File: src/rtl/line_cmd_queue.sv
// rtl/line_cmd_queue.sv - FIFO-buffered line command dispatcher for the line drawing engine
// Ports:
//   clk, reset_n                       clock, asynchronous active-low reset
//   cmd_valid/cmd_ready, cmd_x0..y1    command push side
//   cmd_clear                          flush queued commands and overflow flag
//   line_x0..y1, line_reset/start      engine coordinates and control
//   line_finish                        engine done level
//   busy, line_done, fifo_count,       status back to software
//   lines_done_cnt, overflow
module line_cmd_queue #(
  parameter int COORD_W      = 13,
  parameter int DEPTH        = 8,
  parameter int ADDR_W       = 3,
  parameter int RESET_CYCLES = 2
) (
  input  logic               clk,
  input  logic               reset_n,
  input  logic               cmd_valid,
  output logic               cmd_ready,
  input  logic [COORD_W-1:0] cmd_x0,
  input  logic [COORD_W-1:0] cmd_y0,
  input  logic [COORD_W-1:0] cmd_x1,
  input  logic [COORD_W-1:0] cmd_y1,
  input  logic               cmd_clear,
  output logic [COORD_W-1:0] line_x0,
  output logic [COORD_W-1:0] line_y0,
  output logic [COORD_W-1:0] line_x1,
  output logic [COORD_W-1:0] line_y1,
  output logic               line_reset,
  output logic               line_start,
  input  logic               line_finish,
  output logic               busy,
  output logic               line_done,
  output logic [ADDR_W:0]    fifo_count,
  output logic [15:0]        lines_done_cnt,
  output logic               overflow
);

  localparam int CMD_W = 4 * COORD_W;
  localparam int RC_W  = (RESET_CYCLES > 1) ? $clog2(RESET_CYCLES) : 1;
  localparam logic [ADDR_W:0] DEPTH_C = (ADDR_W+1)'(DEPTH);
  localparam logic [RC_W-1:0] RC_LOAD = RC_W'(RESET_CYCLES - 1);

  typedef enum logic [1:0] {IDLE, RST, START} state_t;

  state_t              state_q, state_d;
  logic [CMD_W-1:0]    mem_q [DEPTH];
  logic [ADDR_W-1:0]   wr_ptr_q, wr_ptr_d;
  logic [ADDR_W-1:0]   rd_ptr_q, rd_ptr_d;
  logic [ADDR_W:0]     count_q, count_d;
  logic                overflow_q, overflow_d;
  logic [CMD_W-1:0]    line_q, line_d;
  logic                line_reset_q, line_reset_d;
  logic                line_start_q, line_start_d;
  logic                busy_q, busy_d;
  logic                done_q, done_d;
  logic [15:0]         done_cnt_q, done_cnt_d;
  logic [RC_W-1:0]     rc_q, rc_d;
  logic                push;
  logic                pop;

  // Ready comes from the registered count only, so a full FIFO never
  // accepts a write even when the dispatcher pops in the same cycle.
  assign cmd_ready = (count_q < DEPTH_C);
  assign push      = cmd_valid & cmd_ready & ~cmd_clear;
  assign pop       = (state_q == IDLE) && (count_q != '0);

  always_comb begin
    wr_ptr_d   = wr_ptr_q;
    rd_ptr_d   = rd_ptr_q;
    count_d    = count_q;
    overflow_d = overflow_q;
    if (cmd_valid && !cmd_ready) overflow_d = 1'b1;
    if (cmd_clear) begin
      // Clear wins over both push and the overflow set; a popped entry
      // has already been captured into line_q this edge.
      wr_ptr_d   = '0;
      rd_ptr_d   = '0;
      count_d    = '0;
      overflow_d = 1'b0;
    end else begin
      if (push) wr_ptr_d = wr_ptr_q + ADDR_W'(1);
      if (pop)  rd_ptr_d = rd_ptr_q + ADDR_W'(1);
      case ({push, pop})
        2'b10:   count_d = count_q + (ADDR_W+1)'(1);
        2'b01:   count_d = count_q - (ADDR_W+1)'(1);
        default: count_d = count_q;
      endcase
    end
  end

  always_ff @(posedge clk) begin
    if (push) mem_q[wr_ptr_q] <= {cmd_x0, cmd_y0, cmd_x1, cmd_y1};
  end

  always_comb begin
    state_d      = state_q;
    line_d       = line_q;
    line_reset_d = line_reset_q;
    line_start_d = line_start_q;
    busy_d       = busy_q;
    done_d       = 1'b0;
    done_cnt_d   = done_cnt_q;
    rc_d         = rc_q;
    case (state_q)
      IDLE: begin
        line_reset_d = 1'b0;
        line_start_d = 1'b0;
        busy_d       = 1'b0;
        if (pop) begin
          line_d       = mem_q[rd_ptr_q];
          line_reset_d = 1'b1;
          busy_d       = 1'b1;
          rc_d         = RC_LOAD;
          state_d      = RST;
        end
      end
      RST: begin
        // line_finish is not looked at here: the engine reset clears any
        // finish level left over from the previous line.
        if (rc_q == '0) begin
          line_reset_d = 1'b0;
          line_start_d = 1'b1;
          state_d      = START;
        end else begin
          rc_d = rc_q - RC_W'(1);
        end
      end
      START: begin
        if (line_finish) begin
          line_start_d = 1'b0;
          busy_d       = 1'b0;
          done_d       = 1'b1;
          done_cnt_d   = done_cnt_q + 16'd1;
          state_d      = IDLE;
        end
      end
      default: state_d = IDLE;
    endcase
  end

  always_ff @(posedge clk or negedge reset_n) begin
    if (!reset_n) begin
      state_q      <= IDLE;
      wr_ptr_q     <= '0;
      rd_ptr_q     <= '0;
      count_q      <= '0;
      overflow_q   <= 1'b0;
      line_q       <= '0;
      line_reset_q <= 1'b1;
      line_start_q <= 1'b0;
      busy_q       <= 1'b0;
      done_q       <= 1'b0;
      done_cnt_q   <= '0;
      rc_q         <= '0;
    end else begin
      state_q      <= state_d;
      wr_ptr_q     <= wr_ptr_d;
      rd_ptr_q     <= rd_ptr_d;
      count_q      <= count_d;
      overflow_q   <= overflow_d;
      line_q       <= line_d;
      line_reset_q <= line_reset_d;
      line_start_q <= line_start_d;
      busy_q       <= busy_d;
      done_q       <= done_d;
      done_cnt_q   <= done_cnt_d;
      rc_q         <= rc_d;
    end
  end

  assign {line_x0, line_y0, line_x1, line_y1} = line_q;
  assign line_reset     = line_reset_q;
  assign line_start     = line_start_q;
  assign busy           = busy_q;
  assign line_done      = done_q;
  assign fifo_count     = count_q;
  assign lines_done_cnt = done_cnt_q;
  assign overflow       = overflow_q;

endmodule

File: config.mk
export PLATFORM = sky130hd
export DESIGN_NAME = line_cmd_queue
export DESIGN_NICKNAME = d
export VERILOG_FILES = /design/src/rtl/line_cmd_queue.sv
export SDC_FILE = /design/constraint.sdc
export NUM_CORES = 1
export LEC_CHECK = 0
export CAP_MARGIN = 20
export CORE_MARGIN = 2
export CORE_UTILIZATION = 34
export CTS_CLUSTER_DIAMETER = 50
export DETAILED_ROUTE_END_ITERATION = 6
export SLEW_MARGIN = 15
export SYNTH_ARGS = -nofsm -noshare
export SYNTH_HDL_FRONTEND = slang
export SYNTH_SLANG_ARGS = --single-unit
File: constraint.sdc
create_clock -name clk -period 15.45 [get_ports clk]
set_clock_uncertainty 0.2 [all_clocks]
set_input_delay 1.545 -clock clk [delete_from_list [all_inputs] [get_ports clk]]
set_output_delay 1.545 -clock clk [all_outputs]
set_load 0.01 [all_outputs]
==> summary.md <==
| Metric | Value |
|---|---|
| Final setup violation count | 0 |
| WL per Instance | 20.15 um |
| Initial Util | 34.52% |
| Worst-Skew Late Latency | 0.59 ns |
| FFs w/ async S/R, synth | 17.13% |
| Hold EP | line_q[49]$_DFFE_PN0P_ |
| Area Overhead vs Synth | 21.01% |
| Iter 0 DRT Violations | 672 |
| Startpoint Class | primary input |
| RSZ-0062 raised after global routing | no |
| GR Util met3 | 2.734% |
| Register Area | 0.01466 sq mm |
| Number of global-route vias before repair | 9,621 |
| Synth Warn # | 0 |
| Dpl hpwl | 21.83 mm |
| Yosys cell types | 45 |
| Register-to-Register Path Depth | 5 |
| Fmax | 254.9 MHz |
| Total power divided by cell area | 167.2 mW/mm^2 |
| Final design utilization | 41.77% |
| Hold Worst Slack | 0.2781 ns |
| Nets | 1,166 |
| Worst min-delay path category | register to register |
| Switching power | 1.065 mW |
| Flops & latches, synth | 502 |
| Syn avg cell area | 20.23 sq um |
| Root buffer cell | clkbuf_16 |
| Post-Synth Simple-Gate Area | 3.159% |
| H-tree Lvls | 2 |
| Most common cell in the synthesized netlist | edfxtp_1 |
| Core box area | 0.05520 sq mm |
| Vias | 9,008 |
| Cells after DPL | 1,794 |
| Slew Viols, Final | 0 |
| Worst-path maximum fanout | 41 |
| Top_reg_cell synth | edfxtp_1 |
| Slew headroom | 28.78% |
| Fraction of layout cells with a size suffix above 1 | 19.83% |
| Setup TNS | 0 ns |
| Adder-cell area share of the yosys netlist | 0.3283% |
| Port buffer count | 134 |
| Setup Fix Bufs, Post-CTS | 0 |
| Max-cap violations | 0 |
| Synth area leaders | edfxtp_1 66%, mux4_2 12%, dfrtp_1 11% |
| Largest family of logic cells by synthesized area | multiplexers |
| CP Capture Type | register |
| Hold buffers post-CTS | 0 |
| Hold Crit Depth | 2 |
| Slew @ Worst Pin | 1.068 ns |
| Synth top cells by count | 416 x edfxtp_1, 104 x mux4_2, 85 x dfrtp_1, 70 x nand2_1, 60 x o21ai_0 |
| Finished Layout Cells | 1,898 |
| Boundary Pins | 135 |
| Post-synth EDFFs | 416 |
| Fill count | 4,866 |
| Final worst-path cycle share | 25.40% |
| Detail Route Antenna Nets | 0 |
| Post-Syn Instances | 942 |
| Die footprint | 0.05795 sq mm |
| Yosys top cell by area | edfxtp_1 |
| Drt total wl | 38.25 mm |
| Grt met2 use | 23.19% |
| First-pass GRT wire length | 58.56 mm |
| Busiest layer in global routing | met2 |
| R2r endpoint | line_q[17]$_DFFE_PN0P_ |
| GR Overflow Total | 0 |
| Clock Power Share | 32.9% |
| DRC | 0 |
| Vias per Instance | 4.746 |
| Bufs on Longest Clock Path | 3 |
| Reg-to-Reg Start | rd_ptr_q[0]$_DFFE_PN0P_ |
| Inserted Diodes | 0 |
| Combinational power share | 22.7% |
| Sequential share of power | 44.4% |
| Hold Violations, Final | 0 |
| Total Power | 3.856 mW |
| Switching portion of total power | 27.61% |
| Clk sinks | 502 |
| Xor and xnor area share after synthesis | 0.9194% |
| Die Width | 240.7 um |
| Post-synthesis mux area share | 15.08% |
| Cts repair resizes | 0 |
| Register area share after synthesis | 76.86% |
| Reg clk slew, reported paths | 0.06 ns |
| Tmin final | 3.924 ns |
| Worst EP required | 15.47 ns |
| Multi-input gate area | 0.004174 sq mm |
| Routability cong. | 0.7300 |
| Run status | finished clean |
| Number of CTS-inserted buffers | 55 |
| Initial antenna violation count | 2 |
| Largest net degree at the start of global routing | 111 |
| Cell row count | 86 |
| First-pass DRT Iterations | 4 |
| GR met1 Demand/Resource | 17.50% |
| Lkg Pwr | 7.479 nW |
| Reg-to-reg slack, setup | 11.64 ns |
| Internal cell power | 2.791 mW |
| CTS tree | done |
| Total GRT Usage | 13.49% |
| Synthesized Nets | 1,004 |
| Critical setup path kind | primary input to register |
| Hold path start | line_q[49]$_DFFE_PN0P_ |
| Synth Area in Compound Gates | 2.134% |
| CP arrival | 3.94 ns |
| Die height | 240.7 um |
| VDD IR max | 0.0001387 V |
| Area fraction of the dominant cell type after synthesis | 65.56% |
| Post-Synthesis Cell Area | 0.01905 sq mm |
-- power groups by stage --
stage	logic [mW]	registers, mW	clock network (mW)
global route	0.972	1.73	1.36
CTS	0.905	1.72	1.30
finish	0.876	1.71	1.27
detailed placement	0.904	1.74	0
global placement	0.892	1.74	0
floorplan	0.592	1.72	0
-- cells by family (layout without fill, tap and decap cells) --
kind of cell,count (synthesis),count (layout)
AND/OR/NAND/NOR,131,131
adder cells (fa/ha/maj),5,5
multiplexers,157,157
buffers and inverters,53,261
flip-flops,502,502
XOR/XNOR,20,20
AO/OA/AOI/OAI,74,74
-- area by class of cell --
cell class	count	share of cell area (%)
inverter	5	0.08140
sequential	502	63.57
clock inverter	26	0.9551
clock buffer	77	6.773
multi-input combinational	387	18.10
timing repair buffer	153	6.458
tap	748	4.059
-- flip-flops by register name, summed over array words and instances, names as in the netlist --
name and cells:
rc_q 1, line_reset 1, busy 1, state_q 2, overflow 1, rd_ptr_q 3
mem_q 416, wr_ptr_q 3, fifo_count 4, line_q 52, line_done 1, line_start 1
lines_done_cnt 16
-- stage by stage --
step / area, sq um / setup WS, ns
2_1_floorplan: 19050 / 7.647
3_3_place_gp: 21250 / 10.37
3_5_place_dp: 21260 / 10.27
4_1_cts: 23040 / 10.91
5_1_grt: 23060 / 11.24
6_report: 23060 / 11.53
-- routing by layer --
metal,vias to the layer above,part of all wire [%]
met5,-,0.076
met4,4,2.0
met3,63,4.3
met2,164,50
met1,4678,43
li1,4099,-
-- critical path, cell delays in order --
cell and delay, ns:
clkdlybuf4s50_1 0.65, or3b_1 0.62, nor3_2 0.45, buf_4 0.64
-- how the worst max path moves through the flow --
stage / start / to / slack, ns / cells past startpoint
final: cmd_clear / mem_q[2][26]$_DFFE_PP_ / 11.53 / 4
after global routing: rd_ptr_q[0]$_DFFE_PN0P_ / line_q[22]$_DFFE_PN0P_ / 11.24 / 5
after CTS: cmd_clear / mem_q[2][15]$_DFFE_PP_ / 10.91 / 4
after detailed placement: cmd_clear / mem_q[2][28]$_DFFE_PP_ / 10.27 / 4
after global placement: cmd_clear / mem_q[2][28]$_DFFE_PP_ / 10.37 / 4
after floorplan: cmd_clear / mem_q[0][0]$_DFFE_PP_ / 7.65 / 3
-- cell usage in the layout (no fill, tap or decap), types with 6 or more instances in the layout --
cell               n
clkbuf_16         57
buf_4             18
nand2_1           70
edfxtp_1         416
dfrtp_1           82
clkinv_1           8
xor2_1             9
nand3_1            8
mux2i_1           52
clkbuf_8           6
clkbuf_1          14
clkdlybuf4s50_1  133
nor2_1            14
xnor2_1           11
clkinv_2           7
mux4_2           104
o21ai_0           60
(Power assumes the default switching activity.)
==> variant: new RTL, same settings <==
Put one more register stage on the output `lines_done_cnt`, cleared by the reset. The value now appears one clock later. The other outputs are not delayed to match.
--- a/src/rtl/line_cmd_queue.sv
+++ b/src/rtl/line_cmd_queue.sv
@@ -177,3 +177,9 @@
   assign fifo_count     = count_q;
-  assign lines_done_cnt = done_cnt_q;
+  always_ff @(posedge clk or negedge reset_n) begin
+    if (!reset_n) begin
+      lines_done_cnt <= '0;
+    end else begin
+      lines_done_cnt <= done_cnt_q;
+    end
+  end
   assign overflow       = overflow_q;
Function: no difference found for any inputs over 4 cycles, from zero or initial values and one cycle with reset_n low; that may be too few to reach the edited logic, so the function may still have changed.
==> variant against the unedited design <==
- cell area increased by 1.4%
- fmax increased by 4.4%
- setup slack gained 170 ps
- routed wire length decreased by 2.4%
- synthesized area up 1.9%
- global-route usage decreased by 0.63 points
- power down 2.3%
- critical path depth unchanged
- sequential cell count is 16 higher
- final cell count up 0.63%
- worst hold slack got worse by 70 ps
- die area is 1.9% higher
- critical endpoint is now mem_q[0][17]
- largest cell class unchanged
- largest power group unchanged
- highest routed layer unchanged
==> variant: results (changes against the unedited design) <==
Status
  – Status: finished clean

CTS
  – Post-CTS Setup Inserts: 0 (unchanged)
  – CTS buffer count: 53 (-3.6%)
  – CTS max path bufs: 3 (unchanged)

Critical path
  – WP data arrival: 3760 ps (-180 ps)
  – Worst Path Max Fanout: 52 (+27%)
  – Largest stage delay, worst path: 710 ps (+60 ps)

Synthesis
  – Most area-consuming cells after synthesis: edfxtp_1 (64%), dfrtp_1 (13%), mux4_2 (12%), mux2i_1 (2.7%), o21ai_0 (1.5%)
  – Netlist cell types: 41 (-8.9%)
  – Async SR Flop Fraction: 19.7% (+2.6 points)
  – Synth top cells by count: edfxtp_1 (416), mux4_2 (104), dfrtp_1 (101), nand2_1 (73), o21ai_0 (60)
  – Part of the Yosys area used for sequential elements: 77.5% (+0.60 points)

GRT
  – Vias in the first global route: 9761 (+1.5%)
  – Largest net degree at the start of global routing: 110 (-0.90%)
  – First-pass GRT wire length: 58200 µm (-0.64%)
  – Overall Global Routing Usage: 12.9% (-0.63 points)
  – Initial antenna violation count: 6 (+4)

Finish
  – Nets@finish: 1172 (+0.51%)
  – Post-Layout Inst Area: 23400 µm² (+1.4%)
  – Share of layout cells above drive strength 1: 18.9% (-0.92 points)

Power and ir drop
  – Leakage: 7.64 nW (+2.2%)
  – Peak supply drop: 0.0000903 V (-35%)
  – Reported net switching power: 0.983 mW (-7.6%)

Routing
  – Routed Wire Length: 37300 µm (-2.4%)
  – Initial DRT Pass Iterations: 6 (+2)
  – Iter 0 DRT Violations: 550 (-18%)
  – Via count: 9010 (+0.022%)

Worst hold path
  – Hold Path Cell Cnt: 0 (-2)

Place
  – Place WS: 11030 ps (+759 ps)
  – Gpl congestion: 0.721 (-1.2%)
  – Dpl hpwl: 21000 µm (-3.7%)

STA
  – Worst-Margin Slew: 1040 ps (-26.4 ps)
variant: cell count changes after synthesis, sizes merged, moves of 2 or more:
cell | unedited run | this run
nand4 | 4 | 6
xor2 | 9 | 6
nor4 | 5 | 2
a31oi | 0 | 2
nor3 | 6 | 8
nand3b | 0 | 2
nor2 | 19 | 15
dfrtp | 85 | 101
nand2 | 72 | 74
xnor2 | 11 | 14
variant: layout make-up:
type                            count  area (µm²)
Fill cell                        5054       33000
Sequential cell                   518       15100
Multi-Input combinational cell    384        4150
Clock buffer                       74        1490
Timing Repair Buffer              148        1440
Tap cell                          756         946
Clock inverter                     24         274
Inverter                            5        18.8
Antenna cell                        1        2.50
variant: cells by family (layout without fill, tap and decap cells):
kind of cell / Yosys count / count (layout) / share of synthesized area [%]
compound gates: 73 / 73 / 2.02
buf+inv: 52 / 251 / 1.47
other cells: 0 / 1 / 0
simple gates: 129 / 129 / 3.03
xor+xnor: 20 / 20 / 0.902
flops: 518 / 518 / 77.5
mux: 157 / 157 / 14.8
fa+ha+maj: 5 / 5 / 0.322
variant: final timing paths:
check | startpoint | to | slack (ps)
setup reg to reg | rd_ptr_q[0] | line_q[31] | 11700
max in group asynchronous | reset_n | rd_ptr_q[1] | 12900
hold / removal | done_cnt_q[15] | lines_done_cnt[15] | 210
min in group asynchronous | reset_n | line_q[10] | 720
setup / recovery | cmd_clear | mem_q[0][17] | 11690
hold reg to reg | done_cnt_q[15] | lines_done_cnt[15] | 210
variant: layer usage:
layer,vias to the layer above,track usage (%),part of all wire [%],routed length [µm]
met5,-,0,0.19,70
met4,10,3.92,2.0,752
met3,67,3.06,4.6,1730
met2,161,21.4,49,18300
met1,4641,16.8,44,16500
li1,4131,-,-,-
variant: through the flow:
stage | cells | hold WS [ps]
6_report | 1910 | 208
5_1_grt | 1909 | 221
4_1_cts | 1909 | 209
3_5_place_dp | 1811 | 187
3_3_place_gp | 1811 | 191
2_1_floorplan | 954 | 173
variant: power groups by stage:
stage                     Sequential (mW)  Combinational (mW)  Clock (mW)
final                                1.75               0.750        1.27
after floorplan                      1.77               0.463           0
after global routing                 1.77               0.835        1.36
after CTS                            1.75               0.772        1.31
after detailed placement             1.78               0.771           0
after global placement               1.77               0.761           0
